## config.mk

```make
export PLATFORM = sky130hd
export DESIGN_NAME = line_fetcher
export DESIGN_NICKNAME = d
export VERILOG_FILES = /design/src/rtl/line_fetcher_pkg.sv /design/src/rtl/line_fifo2.sv /design/src/rtl/line_fetcher.sv
export SDC_FILE = /design/constraint.sdc
export NUM_CORES = 1
export LEC_CHECK = 0
export CORE_MARGIN = 1
export CORE_UTILIZATION = 39
export CTS_BUF_LIST = sky130_fd_sc_hd__clkbuf_8
export DETAILED_ROUTE_END_ITERATION = 10
export PLACE_DENSITY = 0.59
export RECOVER_POWER = 50
export SYNTH_ARGS = -nofsm -noshare
export SYNTH_HDL_FRONTEND = slang
export SYNTH_HIERARCHICAL = 1
export SYNTH_SLANG_ARGS = --single-unit
```

## constraint.sdc

```tcl
create_clock -name clk -period 2.5 [get_ports clk]
set_input_delay 0.5 -clock clk [delete_from_list [all_inputs] [get_ports clk]]
set_output_delay 0.5 -clock clk [all_outputs]
set_load 0.1 [all_outputs]
```

## src/rtl/line_fetcher_pkg.sv

```systemverilog
// Shared constants and fetch-state encoding for the program line fetcher.
package line_fetcher_pkg;

    localparam int unsigned LINE_W       = 25;
    localparam int unsigned MEM_DEPTH    = 64;
    localparam int unsigned ADDR_W       = 6;
    localparam int unsigned CNT_W        = 7;
    localparam int unsigned LINE_CNT_MAX = 64;

    localparam logic [LINE_W-1:0] EOF_LINE = {LINE_W{1'b1}};

    typedef enum logic [1:0] {
        ST_IDLE  = 2'd0,
        ST_FETCH = 2'd1,
        ST_DRAIN = 2'd2,
        ST_DONE  = 2'd3
    } fetch_state_e;

endpackage

```

## src/rtl/line_fifo2.sv

```systemverilog
// Two-entry line buffer between the program memory and the Controller.
module line_fifo2 #(
    parameter int unsigned W = 25
) (
    input  logic         clk,
    input  logic         rst_n,
    input  logic         push,
    input  logic         pop,
    input  logic [W-1:0] din,
    output logic [W-1:0] dout,
    output logic         empty,
    output logic         full,
    output logic [1:0]   count
);

    logic [W-1:0] mem_q [2];
    logic         wr_q;
    logic         rd_q;
    logic [1:0]   count_q;
    logic         do_push;
    logic         do_pop;

    assign do_pop  = pop & (count_q != 2'd0);
    assign do_push = push & ((count_q != 2'd2) | do_pop);

    always_ff @(posedge clk or negedge rst_n) begin
        if (!rst_n) begin
            mem_q[0] <= '0;
            mem_q[1] <= '0;
            wr_q     <= 1'b0;
            rd_q     <= 1'b0;
            count_q  <= 2'd0;
        end else begin
            if (do_push) begin
                mem_q[wr_q] <= din;
                wr_q        <= ~wr_q;
            end
            if (do_pop) begin
                rd_q <= ~rd_q;
            end
            count_q <= count_q + 2'(do_push) - 2'(do_pop);
        end
    end

    assign dout  = mem_q[rd_q];
    assign empty = (count_q == 2'd0);
    assign full  = (count_q == 2'd2);
    assign count = count_q;

endmodule

```

## src/rtl/line_fetcher.sv

```systemverilog
// Streams program lines from memory into a 2-deep buffer for the Controller,
// stopping at the EOF word or at the last address.
module line_fetcher #(
    parameter int unsigned LINE_W    = line_fetcher_pkg::LINE_W,
    parameter int unsigned MEM_DEPTH = line_fetcher_pkg::MEM_DEPTH
) (
    input  logic                                clk,
    input  logic                                rst,
    input  logic                                start,
    output logic                                mem_rd,
    output logic [line_fetcher_pkg::ADDR_W-1:0] mem_addr,
    input  logic [LINE_W-1:0]                   mem_data,
    output logic [LINE_W-1:0]                   line,
    output logic                                line_valid,
    input  logic                                line_taken,
    output logic                                fetch_done,
    output logic [line_fetcher_pkg::CNT_W-1:0]  line_count
);
    import line_fetcher_pkg::*;

    localparam logic [LINE_W-1:0] EOF_WORD  = {LINE_W{1'b1}};
    localparam logic [CNT_W-1:0]  DEPTH_END = CNT_W'(MEM_DEPTH);
    localparam logic [CNT_W-1:0]  CNT_SAT   = CNT_W'(LINE_CNT_MAX);

    fetch_state_e     state_q;
    fetch_state_e     state_d;
    logic [CNT_W-1:0] naddr_q;
    logic [CNT_W-1:0] naddr_d;
    logic [CNT_W-1:0] line_count_d;
    logic             outstanding_q;
    logic             eof_seen_q;
    logic             eof_seen_d;
    logic             fetch_done_d;
    logic             ret_eof_c;
    logic             eof_hit_c;
    logic             room_c;
    logic             push_c;
    logic             pop_c;
    logic [1:0]       fifo_count;
    logic             fifo_empty;
    logic             fifo_full;

    // Returning EOF blocks a read in the same cycle so nothing past EOF is fetched.
    assign ret_eof_c = outstanding_q & (mem_data == EOF_WORD);
    assign eof_hit_c = eof_seen_q | ret_eof_c;
    assign room_c    = (3'(fifo_count) + 3'(outstanding_q)) < 3'd2;
    assign mem_rd    = (state_q == ST_FETCH) & room_c & ~fifo_full
                     & (naddr_q < DEPTH_END) & ~eof_hit_c;
    assign push_c    = outstanding_q & (mem_data != EOF_WORD);
    assign pop_c     = line_taken & ~fifo_empty;
    assign mem_addr  = naddr_q[ADDR_W-1:0];

    line_fifo2 #(.W(LINE_W)) u_fifo (
        .clk   (clk),
        .rst_n (rst),
        .push  (push_c),
        .pop   (pop_c),
        .din   (mem_data),
        .dout  (line),
        .empty (fifo_empty),
        .full  (fifo_full),
        .count (fifo_count)
    );

    assign line_valid = ~fifo_empty;

    // Next-state and registered-output logic.
    always_comb begin
        state_d      = state_q;
        naddr_d      = naddr_q;
        eof_seen_d   = eof_seen_q | ret_eof_c;
        line_count_d = line_count;
        if (pop_c && (line_count < CNT_SAT)) begin
            line_count_d = line_count + CNT_W'(1);
        end
        if (mem_rd) begin
            naddr_d = naddr_q + CNT_W'(1);
        end
        case (state_q)
            ST_IDLE, ST_DONE: begin
                if (start) begin
                    state_d      = ST_FETCH;
                    naddr_d      = '0;
                    eof_seen_d   = 1'b0;
                    line_count_d = '0;
                end
            end
            ST_FETCH: begin
                if (eof_hit_c || (naddr_d == DEPTH_END)) begin
                    state_d = ST_DRAIN;
                end
            end
            ST_DRAIN: begin
                if (fifo_empty && !outstanding_q) begin
                    state_d = ST_DONE;
                end
            end
            default: state_d = ST_IDLE;
        endcase
        fetch_done_d = (state_d == ST_DONE);
    end

    always_ff @(posedge clk or negedge rst) begin
        if (!rst) begin
            state_q       <= ST_IDLE;
            naddr_q       <= '0;
            outstanding_q <= 1'b0;
            eof_seen_q    <= 1'b0;
            fetch_done    <= 1'b0;
            line_count    <= '0;
        end else begin
            state_q       <= state_d;
            naddr_q       <= naddr_d;
            outstanding_q <= mem_rd;
            eof_seen_q    <= eof_seen_d;
            fetch_done    <= fetch_done_d;
            line_count    <= line_count_d;
        end
    end

endmodule
```

==> flow_metrics.py, run 1 <==
metrics = {
    "outcome": {
        "status": "finished, violations left",
        "violations": "max-capacitance violations, max-slew violations",
    },
    "cts": {
        "cts.sinks": 73,
        "cts_buffers": 9,
        "clockBufferDepth": 2,
        "htreeDepth": 3,
        "cts_hold_buf": 0,
        "cts_tree": "yes",
        "clock_latency_ps": 350,
        "clockRootBuffer": "clkbuf_8",
        "clkSlewWorstSetupHoldPaths_ps": 80,
    },
    "finish": {
        "layout_common_cells": "mux2_2, dfrtp_1, buf_4, buf_12, nor2_1",
        "utilization_pct": 57.17,
        "nets": 409,
        "final_common_cell": "mux2_2",
        "antenna_cells": 0,
        "area_growth_pct": 40.99,
        "drive_above_1_share_pct": 44.59,
    },
    "grt": {
        "grt_max_degree": 38,
        "track_usage_pct": 16.66,
        "antenna_found_initial": 0,
        "grt_pass1_vias": 2489,
        "grt_first_pass_wirelength_um": 12330,
        "gr-total-overflow": 0,
    },
    "floorplanning": {
        "boundaryPins": 70,
        "coreArea_um2": 8763,
        "dieArea_um2": 9497,
        "rows": 34,
        "die_width_um": 97.46,
        "chipHeight_um": 97.46,
        "start_util_pct": 40.55,
    },
    "timing": {
        "fmax_mhz": 412.5,
        "grt_setup_unrepaired": "no",
        "worstMarginPinSlew_ps": 1997,
        "timing.final.crit_share_pct": 96.98,
        "min_period_ps": 2425,
        "slew_violations": 38,
        "fin_skew_ps": 5.615,
        "hold_viol": 0,
        "slew_headroom_pct": -33.15,
        "setup_viol": 0,
    },
    "synth": {
        "yosysTopAreaCell": "dfrtp_1",
        "yosysUniqueCellTypes": 42,
        "synth_warnings": 6,
        "netlist_top_cells_area": "dfrtp_1, mux2_2, xnor2_1",
        "avgSynthCellArea_um2": 13.16,
        "yosysSeqAreaShare_pct": 51.41,
        "syn_area_um2": 3553,
        "ys_seq_elements": 73,
        "synth_top_cell_area_share_pct": 51.41,
        "synth_nets": 305,
        "synthArstFlopShare_pct": 100.0,
        "synth_edf_count": 0,
        "synthCells": 270,
        "synth-main-ff-cell": "dfrtp_1",
    },
    "setup_path": {
        "cp-start-kind": "input port",
        "critPathArrivalTime_ps": 1920,
        "worstPathRequired_ps": 2000,
        "cp_max_fo": 3,
        "critPathKind": "input port to output pin",
        "endpoint_kind": "output pin",
    },
    "route": {
        "drt_iter0_markers": 55,
        "drt-wirelength-per-cell_um": 15.07,
        "via_count": 2386,
        "antenna_left": 0,
        "avgViaCountPerCell": 4.899,
        "route.detailed.drc": 0,
        "wirelength_um": 7341,
        "dr.pass1.iters": 4,
    },
    "min_path": {
        "hold_class": "input port to flip-flop",
    },
    "placed_design": {
        "dpl.hpwl_um": 5373,
        "port-buffer-count": 69,
        "gp_congestion": 0.7556,
    },
    "run": {
        "maxCapViolCount": 1,
    },
}
[flip-flops by register name, summed over array words and instances (netlist names), 2 cells and up]
signal / flops
u_fifo/mem_q: 50
u_fifo/count: 2
line_count: 7
naddr_q: 7
state_q: 2
[stage by stage]
step | instance area [um2] | std cells | setup slack [ps] | setup TNS (ps) | hold WS, ps
2_1_floorplan | 3553 | 270 | 49.29 | 0 | 204.4
3_3_place_gp | 4793 | 471 | -304.3 | -8683 | 483.9
3_5_place_dp | 4793 | 471 | -323.3 | -9645 | 492.5
4_1_cts | 5047 | 487 | 13.49 | 0 | 101.7
5_1_grt | 5010 | 487 | 1.957 | 0 | 474.7
6_report | 5010 | 487 | 75.48 | 0 | 461.9
[cell families (layout without fill, tap and decap cells)]
family,count (synthesis),after routing,synth area share (%)
xor+xnor,16,16,3.944
buf+inv,21,130,3.767
flops,73,73,51.41
fa+ha+maj,6,6,2.113
simple gates,61,61,10.85
compound gates,14,14,2.923
mux,79,79,25.00
[layer usage]
| layer | track usage [%] | wire (um) | vias up |
|---|---|---|---|
| li1 | - | - | 1161 |
| met1 | 22.01 | 3434 | 1163 |
| met2 | 26.09 | 3443 | 51 |
| met3 | 5.108 | 360 | 11 |
| met4 | 5.430 | 102 | 0 |
| met5 | 0 | 0 | - |
[critical path, cell delays in order]
cell	delay, ps
clkdlybuf4s50_1	490
nand4_1	180
nor3_1	320
buf_4	190
a21oi_4	70
buf_12	170
[Yosys cell counts, drive strengths merged (2+ instances only)]
cell type  number
mux2           75
dfrtp          73
nor2           21
buf            12
xnor2          11
nand2           8
nand4           8
ha              6
inv             6
xor2            5
a21oi           4
mux2i           4
nor2b           4
clkbuf          3
nor3            3
nor3b           3
a31oi           2
and2            2
and3            2
nand3           2
nor4            2
o21ai           2
[final cells by class]
type,count,area (um2)
repair buffers,108,1179
fillers,754,3754
inverters,6,22.52
clock inverters,5,102.6
well taps,108,135.1
multi-input cells,176,1593
clock buffers,11,151.4
flip-flops and latches,73,1827
[final timing paths]
kind	to	slack, ps	cells past startpoint	startpoint
setup / recovery	mem_rd	80	6	mem_data[16]
min in group asynchronous	u_fifo/mem_q[5]$_DFFE_PN0P_	700	1	rst
setup reg to reg	state_q[0]$_DFF_PN0_	390	7	u_fifo/count[1]$_DFF_PN0_
hold reg to reg	u_fifo/mem_q[37]$_DFFE_PN0P_	500	1	u_fifo/mem_q[37]$_DFFE_PN0P_
max in group asynchronous	u_fifo/mem_q[32]$_DFFE_PN0P_	520	2	rst
hold / removal	u_fifo/mem_q[28]$_DFFE_PN0P_	460	2	mem_data[3]
[what timing repair did]
item                       CTS  global route
buffers inserted             0             0
setup endpoints to repair    1            20
pin swaps                    3             3
resized for setup            0             8
Power of run 1 is left out: the tool's default activity adds up to more than one toggle a clock period on the data nets, which glitch-free logic cannot reach.
==> inputs of run 2 (changes only) <==
- PLACE_DENSITY: 0.59 -> 0.65
==> run 2 against run 1 <==
Effect of this change: routed wire length up 0.11%; highest routed layer unchanged; die area unchanged; the run still ends with max-capacitance violations, max-slew violations left; via count up 3.7%; fmax down 0.25%.
==> flow_metrics.py, run 2 (synthesis results as in run 1) <==
metrics = {
    "outcome": {
        "status": "finished, violations left",
        "violations": "max-capacitance violations, max-slew violations",
    },
    "finish": {
        "utilization_pct": 57.15,
        "area_growth_pct": 40.95,
        "largest_reg_flops": 50,
        "drive_above_1_share_pct": 46.19,
        "n_fill_cell": 740,
        "largest_register": "u_fifo/mem_q",
        "layout_common_cells": "mux2_2, dfrtp_1, buf_4, buf_12, nor2_1",
        "final_common_cell": "mux2_2",
        "top_regs": "u_fifo/mem_q (50), line_count (7), naddr_q (7)",
        "nets": 411,
        "layoutNonFillerInstCount": 489,
        "antenna_cells": 0,
    },
    "route": {
        "wirelength_um": 7349,
        "drt-wirelength-per-cell_um": 15.03,
        "route.detailed.drc": 0,
        "antenna_left": 0,
        "drt_iter0_markers": 90,
        "avgViaCountPerCell": 5.059,
        "via_count": 2474,
        "dr.pass1.iters": 4,
    },
    "cts": {
        "cts_buffers": 9,
        "clkSlewWorstSetupHoldPaths_ps": 70,
        "cts_hold_buf": 0,
        "clock_latency_ps": 350,
        "clockBufferDepth": 2,
        "htreeDepth": 3,
        "clockRootBuffer": "clkbuf_8",
        "cts.sinks": 73,
        "cts_tree": "yes",
    },
    "setup_path": {
        "critPathArrivalTime_ps": 1930,
        "cp-startpoint": "u_fifo/count[1]$_DFF_PN0_",
        "cp-endpoint": "mem_rd",
        "worstPathRequired_ps": 2000,
        "cp-start-kind": "flip-flop",
        "critPathKind": "flip-flop to output pin",
        "endpoint_kind": "output pin",
        "reg2reg_from": "u_fifo/count[1]$_DFF_PN0_",
        "reg2regPathDepth": 8,
        "cp_max_fo": 5,
        "worstReg2RegEnd": "state_q[0]$_DFF_PN0_",
        "reg2reg_slack_ps": 310,
    },
    "timing": {
        "min_period_ps": 2431,
        "fin_skew_ps": 9.851,
        "slew_violations": 74,
        "worstMarginPinSlew_ps": 1784,
        "setup_slack_ps": 69.35,
        "slew_headroom_pct": -18.93,
        "whs_ps": 502.6,
        "fmax_mhz": 411.4,
        "timing.final.crit_share_pct": 97.23,
        "hold_viol": 0,
        "setup_viol": 0,
    },
    "grt": {
        "grt_first_pass_wirelength_um": 12640,
        "grt_max_degree": 74,
        "track_usage_pct": 16.73,
        "grt_pass1_vias": 2583,
        "gr-total-overflow": 0,
        "antenna_found_initial": 0,
    },
    "placed_design": {
        "dpl.hpwl_um": 5117,
        "port-buffer-count": 69,
        "dp_cells": 470,
        "pre_cts_ws_ps": -230.9,
        "gp_congestion": 0.7642,
    },
    "floorplanning": {
        "start_util_pct": 40.55,
        "die_width_um": 97.46,
        "boundaryPins": 70,
        "chipHeight_um": 97.46,
        "dieArea_um2": 9497,
        "coreArea_um2": 8763,
        "rows": 34,
    },
    "min_path": {
        "hold_class": "flip-flop to flip-flop",
    },
    "run": {
        "maxCapViolCount": 1,
    },
}
run 2: worst max-delay path: stages (launching register included):
cell and delay, ps:
dfrtp_2 450, nor2b_1 170, nor4b_4 330, nand3b_1 170, a21oi_4 190, buf_12 120
buf_12 160
run 2: per-stage QoR:
stage,TNS [ps],area [um2]
after floorplan,0,3553
after global placement,-10280,4821
after detailed placement,-8470,4821
after CTS,0,5027
after global routing,-41.93,5009
final,0,5009
run 2: worst min path at each step:
stage	start	to	slack, ps	cells after the start
CTS	rst	u_fifo/mem_q[49]$_DFFE_PN0P_	180	2
global placement	u_fifo/mem_q[13]$_DFFE_PN0P_	u_fifo/mem_q[13]$_DFFE_PN0P_	480	1
global route	mem_data[15]	u_fifo/mem_q[40]$_DFFE_PN0P_	520	3
floorplan	rst	eof_seen_q$_DFF_PN0_	200	0
detailed placement	u_fifo/mem_q[38]$_DFFE_PN0P_	u_fifo/mem_q[38]$_DFFE_PN0P_	490	1
finish	u_fifo/rd_q$_DFFE_PN0P_	u_fifo/rd_q$_DFFE_PN0P_	500	1
run 2: layout make-up:
type                            count  area (um2)  share of cell area, %
Inverter                            6       22.52                 0.4497
Multi-Input combinational cell    176        1610                  32.15
Timing Repair Buffer              110        1199                  23.93
Clock inverter                      5       62.56                  1.249
Tap cell                          108       135.1                  2.698
Sequential cell                    73        1828                  36.50
Clock buffer                       11       151.4                  3.023
run 2: repair_timing:
action                                  in CTS  in global routing
endpoints found under the setup margin       1                  2
resized for setup                           12                  8
pin swaps                                    4                  3
buffers inserted                             1                  2
run 2: routing by layer:
layer	global-route usage, %	vias up	part of all wire, %
li1	-	1157	-
met1	22.02	1237	45
met2	27.17	72	49
met3	4.245	8	5.6
met4	5.090	0	0.65
met5	0	-	0
Power of run 2 is left out for the same reason.
